File: src/rtl/addr_to_cart_pkg.sv
// Shared VGA geometry constants and the fixed-point reciprocal used to divide
// the upper address bits by five.
package vga_pkg;

    localparam int ADDR_W       = 19;
    localparam int COORD_W      = 10;
    localparam int H_RES        = 640;
    localparam int V_RES        = 480;
    localparam int FRAME_PIXELS = 307200;

    // A 640-pixel line is five 128-pixel blocks: low bits index within a block.
    localparam int BLK_W = 7;
    localparam int DIV_IN_W = ADDR_W - BLK_W;
    localparam int DIV_Q_W  = COORD_W;
    localparam int DIV_R_W  = 3;
    localparam int DIVISOR  = 5;

    // floor(x/5) == (x*3277) >> 14 for every 12-bit x.
    localparam int DIV5_RECIP = 3277;
    localparam int DIV5_SHIFT = 14;
    localparam int DIV5_PROD_W = DIV_IN_W + DIV5_SHIFT - 2;

endpackage

File: src/rtl/addr_to_cart_if.sv
// Address-in / coordinate-out bus between the pixel address source and addr_to_cart.
interface addr_to_cart_if;
    import vga_pkg::*;

    logic               in_valid;
    logic [ADDR_W-1:0]  cur_address;
    logic               out_valid;
    logic [COORD_W-1:0] cur_x;
    logic [COORD_W-1:0] cur_y;
    logic               out_of_range;

    modport master (
        output in_valid, cur_address,
        input  out_valid, cur_x, cur_y, out_of_range
    );

    modport slave (
        input  in_valid, cur_address,
        output out_valid, cur_x, cur_y, out_of_range
    );

endinterface

File: src/rtl/addr_to_cart_div_by_5.sv
// Combinational 12-bit divide by five via reciprocal multiply, with the
// remainder recovered by back-multiplication.
module div_by_5
    import vga_pkg::*;
(
    input  logic [DIV_IN_W-1:0] dividend,
    output logic [DIV_Q_W-1:0]  quotient,
    output logic [DIV_R_W-1:0]  remainder
);

    localparam logic [DIV5_PROD_W-1:0] RECIP = DIV5_PROD_W'(DIV5_RECIP);
    localparam logic [DIV_IN_W-1:0]    DIV   = DIV_IN_W'(DIVISOR);

    logic [DIV5_PROD_W-1:0] scaled;
    logic [DIV_IN_W-1:0]    back;
    logic [DIV_IN_W-1:0]    diff;

    assign scaled    = DIV5_PROD_W'(dividend) * RECIP;
    assign quotient  = DIV_Q_W'(scaled >> DIV5_SHIFT);
    assign back      = DIV_IN_W'(quotient) * DIV;
    assign diff      = dividend - back;
    assign remainder = DIV_R_W'(diff);

endmodule

File: src/rtl/addr_to_cart.sv
// Converts a row-major 640-wide linear pixel address into registered (x, y)
// coordinates with a single-cycle latency and an out-of-frame flag.
module addr_to_cart
    import vga_pkg::*;
#(
    parameter int H_RES = vga_pkg::H_RES,
    parameter int V_RES = vga_pkg::V_RES
) (
    input  logic           clock,
    input  logic           resetn,
    addr_to_cart_if.slave  bus
);

    localparam logic [ADDR_W-1:0] FRAME_LIMIT = ADDR_W'(H_RES * V_RES);

    logic [DIV_IN_W-1:0] blk_idx_p0;
    logic [DIV_Q_W-1:0]  y_p0;
    logic [DIV_R_W-1:0]  blk_col_p0;
    logic [COORD_W-1:0]  x_p0;
    logic                oor_p0;

    logic                vld_p1;
    logic [COORD_W-1:0]  x_p1;
    logic [COORD_W-1:0]  y_p1;
    logic                oor_p1;

    // Stage p0: split address into 128-pixel block index and in-block offset.
    assign blk_idx_p0 = bus.cur_address[ADDR_W-1:BLK_W];

    div_by_5 u_div_by_5 (
        .dividend  (blk_idx_p0),
        .quotient  (y_p0),
        .remainder (blk_col_p0)
    );

    assign x_p0   = {blk_col_p0, bus.cur_address[BLK_W-1:0]};
    assign oor_p0 = (bus.cur_address >= FRAME_LIMIT);

    // Stage p1: output registers; data holds when no valid address arrives.
    always_ff @(posedge clock or negedge resetn) begin
        if (!resetn) begin
            vld_p1 <= 1'b0;
            x_p1   <= '0;
            y_p1   <= '0;
            oor_p1 <= 1'b0;
        end else if (bus.in_valid) begin
            vld_p1 <= 1'b1;
            x_p1   <= x_p0;
            y_p1   <= y_p0;
            oor_p1 <= oor_p0;
        end else begin
            vld_p1 <= 1'b0;
        end
    end

    assign bus.out_valid    = vld_p1;
    assign bus.cur_x        = x_p1;
    assign bus.cur_y        = y_p1;
    assign bus.out_of_range = oor_p1;

endmodule

File: src/flat_wrapper.sv
// flat-port wrapper written by rule: the top's interface ports become plain ports
module addr_to_cart_flat import vga_pkg::*;
#(
    parameter int H_RES = vga_pkg::H_RES,
    parameter int V_RES = vga_pkg::V_RES
)
  (clock, resetn, bus_in_valid, bus_cur_address, bus_out_valid, bus_cur_x, bus_cur_y, bus_out_of_range);
  addr_to_cart_if bus_i ();
  input  logic clock;
  input  logic resetn;
  input wire logic [$bits(bus_i.in_valid)-1:0] bus_in_valid;
  input wire logic [$bits(bus_i.cur_address)-1:0] bus_cur_address;
  output wire logic [$bits(bus_i.out_valid)-1:0] bus_out_valid;
  output wire logic [$bits(bus_i.cur_x)-1:0] bus_cur_x;
  output wire logic [$bits(bus_i.cur_y)-1:0] bus_cur_y;
  output wire logic [$bits(bus_i.out_of_range)-1:0] bus_out_of_range;
  assign bus_i.in_valid = bus_in_valid;
  assign bus_i.cur_address = bus_cur_address;
  assign bus_out_valid = bus_i.out_valid;
  assign bus_cur_x = bus_i.cur_x;
  assign bus_cur_y = bus_i.cur_y;
  assign bus_out_of_range = bus_i.out_of_range;
  addr_to_cart #(.H_RES(H_RES), .V_RES(V_RES)) u_core (.clock(clock), .resetn(resetn), .bus(bus_i));
endmodule
File: config.mk
export PLATFORM = sky130hd
export DESIGN_NAME = addr_to_cart_flat
export DESIGN_NICKNAME = d
export VERILOG_FILES = /design/src/rtl/addr_to_cart_pkg.sv /design/src/rtl/addr_to_cart_if.sv /design/src/rtl/addr_to_cart_div_by_5.sv /design/src/rtl/addr_to_cart.sv /design/src/flat_wrapper.sv
export SDC_FILE = /design/constraint.sdc
export NUM_CORES = 1
export LEC_CHECK = 0
export CORE_ASPECT_RATIO = 0.75
export CORE_MARGIN = 2
export CORE_UTILIZATION = 62
export DETAILED_ROUTE_END_ITERATION = 8
export GPL_TIMING_DRIVEN = 1
export MAX_ROUTING_LAYER = met4
export PLACE_DENSITY = 0.89
export SYNTH_ARGS = -nofsm -noshare
export SYNTH_HDL_FRONTEND = slang
export SYNTH_HIERARCHICAL = 1
export SYNTH_SLANG_ARGS = --single-unit
File: constraint.sdc
create_clock -name clock -period 2.09 [get_ports clock]
set_input_delay 0.209 -clock clock [delete_from_list [all_inputs] [get_ports clock]]
set_output_delay 0.209 -clock clock [all_outputs]
set_load 0.05 [all_outputs]
==> flow_summary.ini, run 1 <==
[status]
outcome = stopped before the end
stop_stage = global routing (5_1_grt)
error = [ERROR GRT-0232] Routing congestion too high. Check the congestion heatmap in the GUI.

[placement]
numPortBuffers = 43
dp.final_hpwl_mm = 7.76
place.gp.congestion = 0.986

[die]
ios = 44
fp.dieH_um = 69.9
initial_core_util_pct = 65.6
rows = 23
die-width_um = 91.8

[synth]
seq_area_frac_synth_pct = 15.3
synth_ff_type = dfrtp_1
syn_area_um2 = 3590
yosysWarnings = 6
ys_types = 39
syn_inst = 329
synth_seq_cells = 22
syn_avg_cell_area_um2 = 10.9
syn-num-nets = 479
ys_async_sr_fraction_pct = 100
synth_edf_count = 0

[cts]
root_buffer = clkbuf_8
cts_sinks = 22
cts.path.max_buffers = 2
cts_htree_levels = 1
cts_buffers = 3

[timing]
grt-worst-endpoint = u_core/bus.cur_x[9]$_DFFE_PN0P_/D
endpoint_type = register input

[global_routing]
grt_max_degree = 25
gr-total-overflow = 1
track_usage_pct = 64.1
-- what timing repair did --
item                       4_1_cts
hold buffers                     0
pin swaps                       30
setup endpoints to repair       13
buffers inserted                 6
gates resized for setup         60
-- logic make-up after synthesis --
family                     count (synthesis)  synth area share [%]
xor gates and xnor gates                  19                  5.02
buffers and inverters                     81                  9.20
DFF                                       22                  15.3
muxes                                     20                  6.28
and+or+nand+nor                           20                  2.82
AOI/OAI and AO/OA                         39                  8.96
adders and majority gates                128                  52.4
-- synthesized netlist by cell type (all sizes together), types with 4 or more instances --
master  instances  area, µm²
a21o            4       30.0
a21oi          11       70.1
buf             4       41.3
dfrtp          22        551
fa             37        741
ha             91       1140
inv            76        285
mux2           20        225
nand2           6       22.5
o21ai           6       30.0
xnor2          10       87.6
xor2            8       70.1
-- per-layer routing --
metal	overflow	GRT usage [%]
met5	-	-
met4	0	60.7
met3	0	40.1
met2	1	82.8
met1	0	65.2
-- per-stage QoR --
step	utilization, %	cell area (µm²)	hold slack [ps]	std cells	setup WS (ps)
after floorplan	-	3730	-86.6	329	-2800
after global placement	84.2	4610	488	496	-3440
after detailed placement	84.2	4610	495	496	-3790
after CTS	89.9	4910	301	505	-2990
==> run 2: changes to the inputs <==
--- a/config.mk
+++ b/config.mk
@@ -5,13 +5,11 @@
 export SDC_FILE = /design/constraint.sdc
 export NUM_CORES = 1
 export LEC_CHECK = 0
-export CORE_ASPECT_RATIO = 0.75
 export CORE_MARGIN = 2
-export CORE_UTILIZATION = 62
+export CORE_UTILIZATION = 40
 export DETAILED_ROUTE_END_ITERATION = 8
 export GPL_TIMING_DRIVEN = 1
-export MAX_ROUTING_LAYER = met4
-export PLACE_DENSITY = 0.89
+export PLACE_DENSITY_LB_ADDON = 0.15
 export SYNTH_ARGS = -nofsm -noshare
 export SYNTH_HDL_FRONTEND = slang
 export SYNTH_HIERARCHICAL = 1
==> flow_summary.ini, run 2 <==
[timing]
timing.final.ws_setup_ps = -2780
tns_ps = -27840
finalMaxSlewViolations = 0
max_slew_margin_pct = 64.1
tightest_slew_ps = 534
timing.final.crit_share_pct = 233
fmax_mhz = 205
period_needed_ps = 4870
finalSetupViolCount = 13
skew_ps = 0
grt_setup_unrepaired = true
hold_slack_ps = 295
final-hold-violation-count = 0

[critical_path]
critPathBufInv = 7
crit_path_max_fanout = 4
start_kind = primary input
path_cells = buf_12, buf_6, ha_4, ha_4, inv_2, fa_1, inv_2, fa_1, inv_1, fa_1, inv_2, ha_4, a211oi_4, o221ai_2, a21oi_4, inv_2, a21oi_4, xor2_2, fa_2, xor2_1, xnor3_1, xnor2_1, mux2_4
path_class = primary input to flop
path_delay_family = adder cells
path_common_cell = inv_2
cp.arrival_ps = 5030
cp_slowest_cell = fa_1
slowest_delay_ps = 530
end_kind = flop
critPathRequiredTime_ps = 2250

[placement]
numPortBuffers = 43
dpl-instance-area_um2 = 4640
dp.final_hpwl_mm = 6.41
place.gp.congestion = 0.827
preCtsSetupSlack_ps = -3660

[synth]
synth-simple-area-share_pct = 2.82
synth_largest_area_cell = ha_1
seq_area_frac_synth_pct = 15.3
synth_ff_type = dfrtp_1
syn_avg_cell_area_um2 = 10.9
synth_top_family_by_area = adder cells
syn_area_um2 = 3590
synthTopCellsByCount = ha_1 (91), inv_1 (76), fa_1 (37)
yosysWarnings = 6
synth_edf_count = 0
yosys-top-cells-area = ha_1 (32%), fa_1 (21%), dfrtp_1 (15%)
synth_compound_area_share_pct = 8.96
ys_async_sr_fraction_pct = 100
synthAdderAreaFrac_pct = 52.4
synth_top_cell_area_share_pct = 31.7
synthMuxAreaShare_pct = 6.28
synth_seq_cells = 22
synth_xor_area_share_pct = 5.02
syn-num-nets = 479
ys_types = 39
yosysMostFrequentCell = ha_1
syn_inst = 329

[die]
fp.dieArea_um2 = 9740
core-area_um2 = 8720
fp.dieH_um = 98.7
rows = 34
initial_core_util_pct = 41.1
ios = 44
die-width_um = 98.7

[route]
drt_wl_total_mm = 7.74
final_antenna_net_count = 0
dr.pass1.iters = 4
vias = 2613
viasPerCell = 4.83
wl_per_cell_um = 14.3
drt_iter0_markers = 43
drcViolationCount = 0

[global_routing]
grt_pass1_vias = 2946
grt_max_degree = 25
gr-total-overflow = 0
track_usage_pct = 17.3
antenna_found_initial = 0
grt_pass1_wl_mm = 13.8

[layout]
final_cell_mix = ha_1 (69), inv_1 (67), buf_4 (55)
nets = 584
final_util_pct = 57.9
drive_gt1_share_pct = 34.9
final_common_cell = ha_1
n_antenna_cell = 0
fin_area_um2 = 5050
area_growth_pct = 40.7

[power_and_ir_drop]
p_leak_uw = 0.00251
power.density_nw_per_um2 = 1730
irDropWorstVdd_mv = 1.84

[cts]
clkLatencyLatePin_ps = 260
cts_tree = yes
path_clk_slew_ps = 80
cts.path.max_buffers = 2
root_buffer = clkbuf_8
cts_hold_buf = 0
cts_buffers = 3
cts_sinks = 22
cts_htree_levels = 1

[status]
violations = setup timing
outcome = complete, but fails checks

[min_path]
hold_path_class = primary input to async pin

[run]
drv_cap = 0
[run 2: cell counts after synthesis]
No cell type changed its count.
[run 2: area by class of cell]
class / count / area [µm²]
multi-input cells: 226 / 3110
fillers: 748 / 3670
repair buffers: 105 / 907
flip-flops and latches: 22 / 551
clock buffers: 4 / 55.1
well taps: 108 / 135
inverters: 76 / 285
[run 2: path summary, 6_finish.rpt]
path                                                      start                                  end  slack, ps  cells after the start
worst min register to register  u_core/bus.cur_x[2]$_DFFE_PN0P_      u_core/bus.cur_x[2]$_DFFE_PN0P_        510                      1
worst max-delay path                         bus_cur_address[8]      u_core/bus.cur_x[9]$_DFFE_PN0P_      -2780                     23
worst min-delay path                                     resetn      u_core/bus.cur_y[7]$_DFFE_PN0P_        300                      2
worst max register to register  u_core/bus.cur_x[9]$_DFFE_PN0P_      u_core/bus.cur_x[9]$_DFFE_PN0P_       1300                      1
min in group clock                          bus_cur_address[16]  u_core/bus.out_of_range$_DFFE_PN0P_        430                      4
max in group asynchronous                                resetn  u_core/bus.out_of_range$_DFFE_PN0P_       1560                      2
[run 2: report_power, final]
part | switching, µW | internal (µW) | total [µW] | leakage, µW
clock | 149 | 168 | 318 | 0.0000288
combinational | 3630 | 4090 | 7730 | 0.00223
sequential | 78.9 | 606 | 685 | 0.000259
[run 2: cells by family (layout without fill, tap and decap cells)]
group,after synthesis,in the layout
DFF,22,22
AOI/OAI and AO/OA,39,39
muxes,20,20
and+or+nand+nor,20,20
xor gates and xnor gates,19,19
adders and majority gates,128,128
buffers and inverters,81,185
[run 2: routing by layer]
| metal | vias to the layer above | routed length, µm | global-route usage [%] |
|---|---|---|---|
| met3 | 4 | 197 | 1.56 |
| li1 | 1299 | - | - |
| met5 | - | 0 | 0 |
| met1 | 1283 | 3880 | 24.6 |
| met2 | 27 | 3640 | 29.7 |
| met4 | 0 | 33 | 2.21 |
[run 2: metrics by stage]
step	cells	power, µW
finish	541	8730
global route	541	9560
CTS	538	8000
detailed placement	528	6860
global placement	528	6720
floorplan	329	5310
[run 2: repair_timing]
item / in CTS / in global routing
pin swaps: 27 / 35
resized for setup: 71 / 30
endpoints found under the setup margin: 13 / 13
gates cloned: 0 / 0
buffers inserted: 7 / 4
Note: power is estimated with default switching activity, not from simulation.
==> run 3: changes to the inputs <==
--- a/config.mk
+++ b/config.mk
@@ -14,3 +14,4 @@
 export SYNTH_HDL_FRONTEND = slang
 export SYNTH_HIERARCHICAL = 1
 export SYNTH_SLANG_ARGS = --single-unit
+export TNS_END_PERCENT = 100
==> results of run 3 <==
Same layout as run 2: the final DEF is identical, and so are final timing and power.
==> run 4: changes to the inputs <==
--- a/config.mk
+++ b/config.mk
@@ -10,6 +10,7 @@
 export DETAILED_ROUTE_END_ITERATION = 8
 export GPL_TIMING_DRIVEN = 1
 export PLACE_DENSITY_LB_ADDON = 0.15
+export SETUP_SLACK_MARGIN = 0.5
 export SYNTH_ARGS = -nofsm -noshare
 export SYNTH_HDL_FRONTEND = slang
 export SYNTH_HIERARCHICAL = 1
==> flow_summary.ini, run 4 (same netlist as run 2, synthesis figures left out) <==
[status]
outcome = complete, but fails checks
violations = setup timing

[timing]
hold_slack_ps = 294
finalMaxSlewViolations = 0
fmax_mhz = 201
final-hold-violation-count = 0
timing.final.ws_setup_ps = -2890
tightest_slew_ps = 530
finalSetupViolCount = 13
max_slew_margin_pct = 64.3
grt_setup_unrepaired = true
skew_ps = 0
timing.final.crit_share_pct = 238
period_needed_ps = 4980

[power_and_ir_drop]
p_leak_uw = 0.00255
irDropWorstVdd_mv = 1.82
power.density_nw_per_um2 = 1760
totalPowerFinal_uw = 8720

[critical_path]
cp_slowest_cell = fa_1
path_cells = buf_6, buf_6, ha_4, xor2_2, ha_1, fa_1, fa_1, inv_2, fa_1, inv_2, ha_4, buf_4, o21ai_2, o221ai_2, a21oi_4, inv_2, a21oi_4, xor2_2, fa_2, xor2_1, xnor3_1, xnor2_1, mux2_4
path_delay_family = adder cells
ff2ff_path_depth = 1
crit_path_max_fanout = 4
reg2reg_slack_ps = 1300
critPathLaunch = bus_cur_address[8]
path_class = primary input to flop
cp.arrival_ps = 5130
start_kind = primary input
critPathBufInv = 6
crit_end = u_core/bus.cur_x[9]$_DFFE_PN0P_
critPathRequiredTime_ps = 2250
cp_num_cells = 23
slowest_delay_ps = 540
reg2reg_to = u_core/bus.cur_x[9]$_DFFE_PN0P_
rr_startpoint = u_core/bus.cur_x[9]$_DFFE_PN0P_
end_kind = flop

[cts]
cts.path.max_buffers = 2
cts_buffers = 3
cts_hold_buf = 0
cts_tree = yes
root_buffer = clkbuf_8
cts_htree_levels = 1
cts_sinks = 22
clkLatencyLatePin_ps = 260
path_clk_slew_ps = 80

[placement]
preCtsSetupSlack_ps = -3660
numPortBuffers = 43
place.gp.congestion = 0.827
dpl-instance-area_um2 = 4640
dp.final_hpwl_mm = 6.41

[layout]
final_cell_mix = ha_1 (72), inv_1 (69), buf_4 (54)
final_common_cell = ha_1
area_growth_pct = 38.3
drive_gt1_share_pct = 33.3
nets = 586
n_antenna_cell = 0
final_util_pct = 56.9
fin_area_um2 = 4960

[route]
drt_wl_total_mm = 7.66
viasPerCell = 4.82
vias = 2617
wl_per_cell_um = 14.1
dr.pass1.iters = 4
drcViolationCount = 0
drt_iter0_markers = 40
final_antenna_net_count = 0

[die]
rows = 34
fp.dieH_um = 98.7
ios = 44
initial_core_util_pct = 41.1
fp.dieArea_um2 = 9740
core-area_um2 = 8720
die-width_um = 98.7

[global_routing]
gr-usage-met3_pct = 1.56
use_met1_pct = 24.6
grt_pass1_wl_mm = 13.8
grt_pass1_vias = 2951
antenna_found_initial = 0
gr-total-overflow = 0
grt_max_degree = 25
track_usage_pct = 17.3
busiest_layer = met2
use_met2_pct = 29.6

[min_path]
hold_path_class = primary input to async pin

[run]
drv_cap = 0
==> run 4: changes by cell type in the layout (fill, tap and decap cells not counted), sizes merged <==
cell / delta
clkdlybuf4s50: -22
dlygate4sd2: +22
buf: +3
clkbuf: -1
==> run 4: stage by stage <==
stage          TNS [ps]  instances
6_report         -29110        543
3_3_place_gp     -37120        528
4_1_cts          -28820        539
2_1_floorplan    -26020        329
5_1_grt          -30710        543
3_5_place_dp     -38320        528
==> run 4: final cells by class <==
class | instances | area (µm²)
clock buffer | 4 | 55.1
inverter | 76 | 285
fill | 762 | 3760
timing repair buffer | 107 | 882
multi-input combinational | 226 | 3050
sequential | 22 | 551
tap | 108 | 135
==> run 4: report_power, final <==
part	switching, µW	internal (µW)	total, µW
clock	149	168	317
sequential	73.0	606	679
combinational	3630	4100	7730
==> run 4: what timing repair did <==
item / in CTS / in global routing
resized for setup: 94 / 14
buffers inserted: 7 / 4
pin swaps: 27 / 24
endpoints found under the setup margin: 35 / 13
==> run 4: per-layer routing <==
layer | part of all wire [%] | up-vias
met5 | 0 | -
met1 | 51 | 1277
met4 | 0.39 | 0
li1 | - | 1305
met3 | 2.3 | 4
met2 | 47 | 31
==> run 4: worst min path at each step <==
stage,startpoint,endpoint,slack (ps)
global placement,u_core/bus.cur_x[1]$_DFFE_PN0P_,u_core/bus.cur_x[1]$_DFFE_PN0P_,490
CTS,resetn,u_core/bus.out_of_range$_DFFE_PN0P_,300
finish,resetn,u_core/bus.cur_y[8]$_DFFE_PN0P_,290
global route,resetn,u_core/bus.out_of_range$_DFFE_PN0P_,320
floorplan,resetn,u_core/bus.cur_x[0]$_DFFE_PN0P_,-90
detailed placement,u_core/bus.cur_y[2]$_DFFE_PN0P_,u_core/bus.cur_y[2]$_DFFE_PN0P_,490
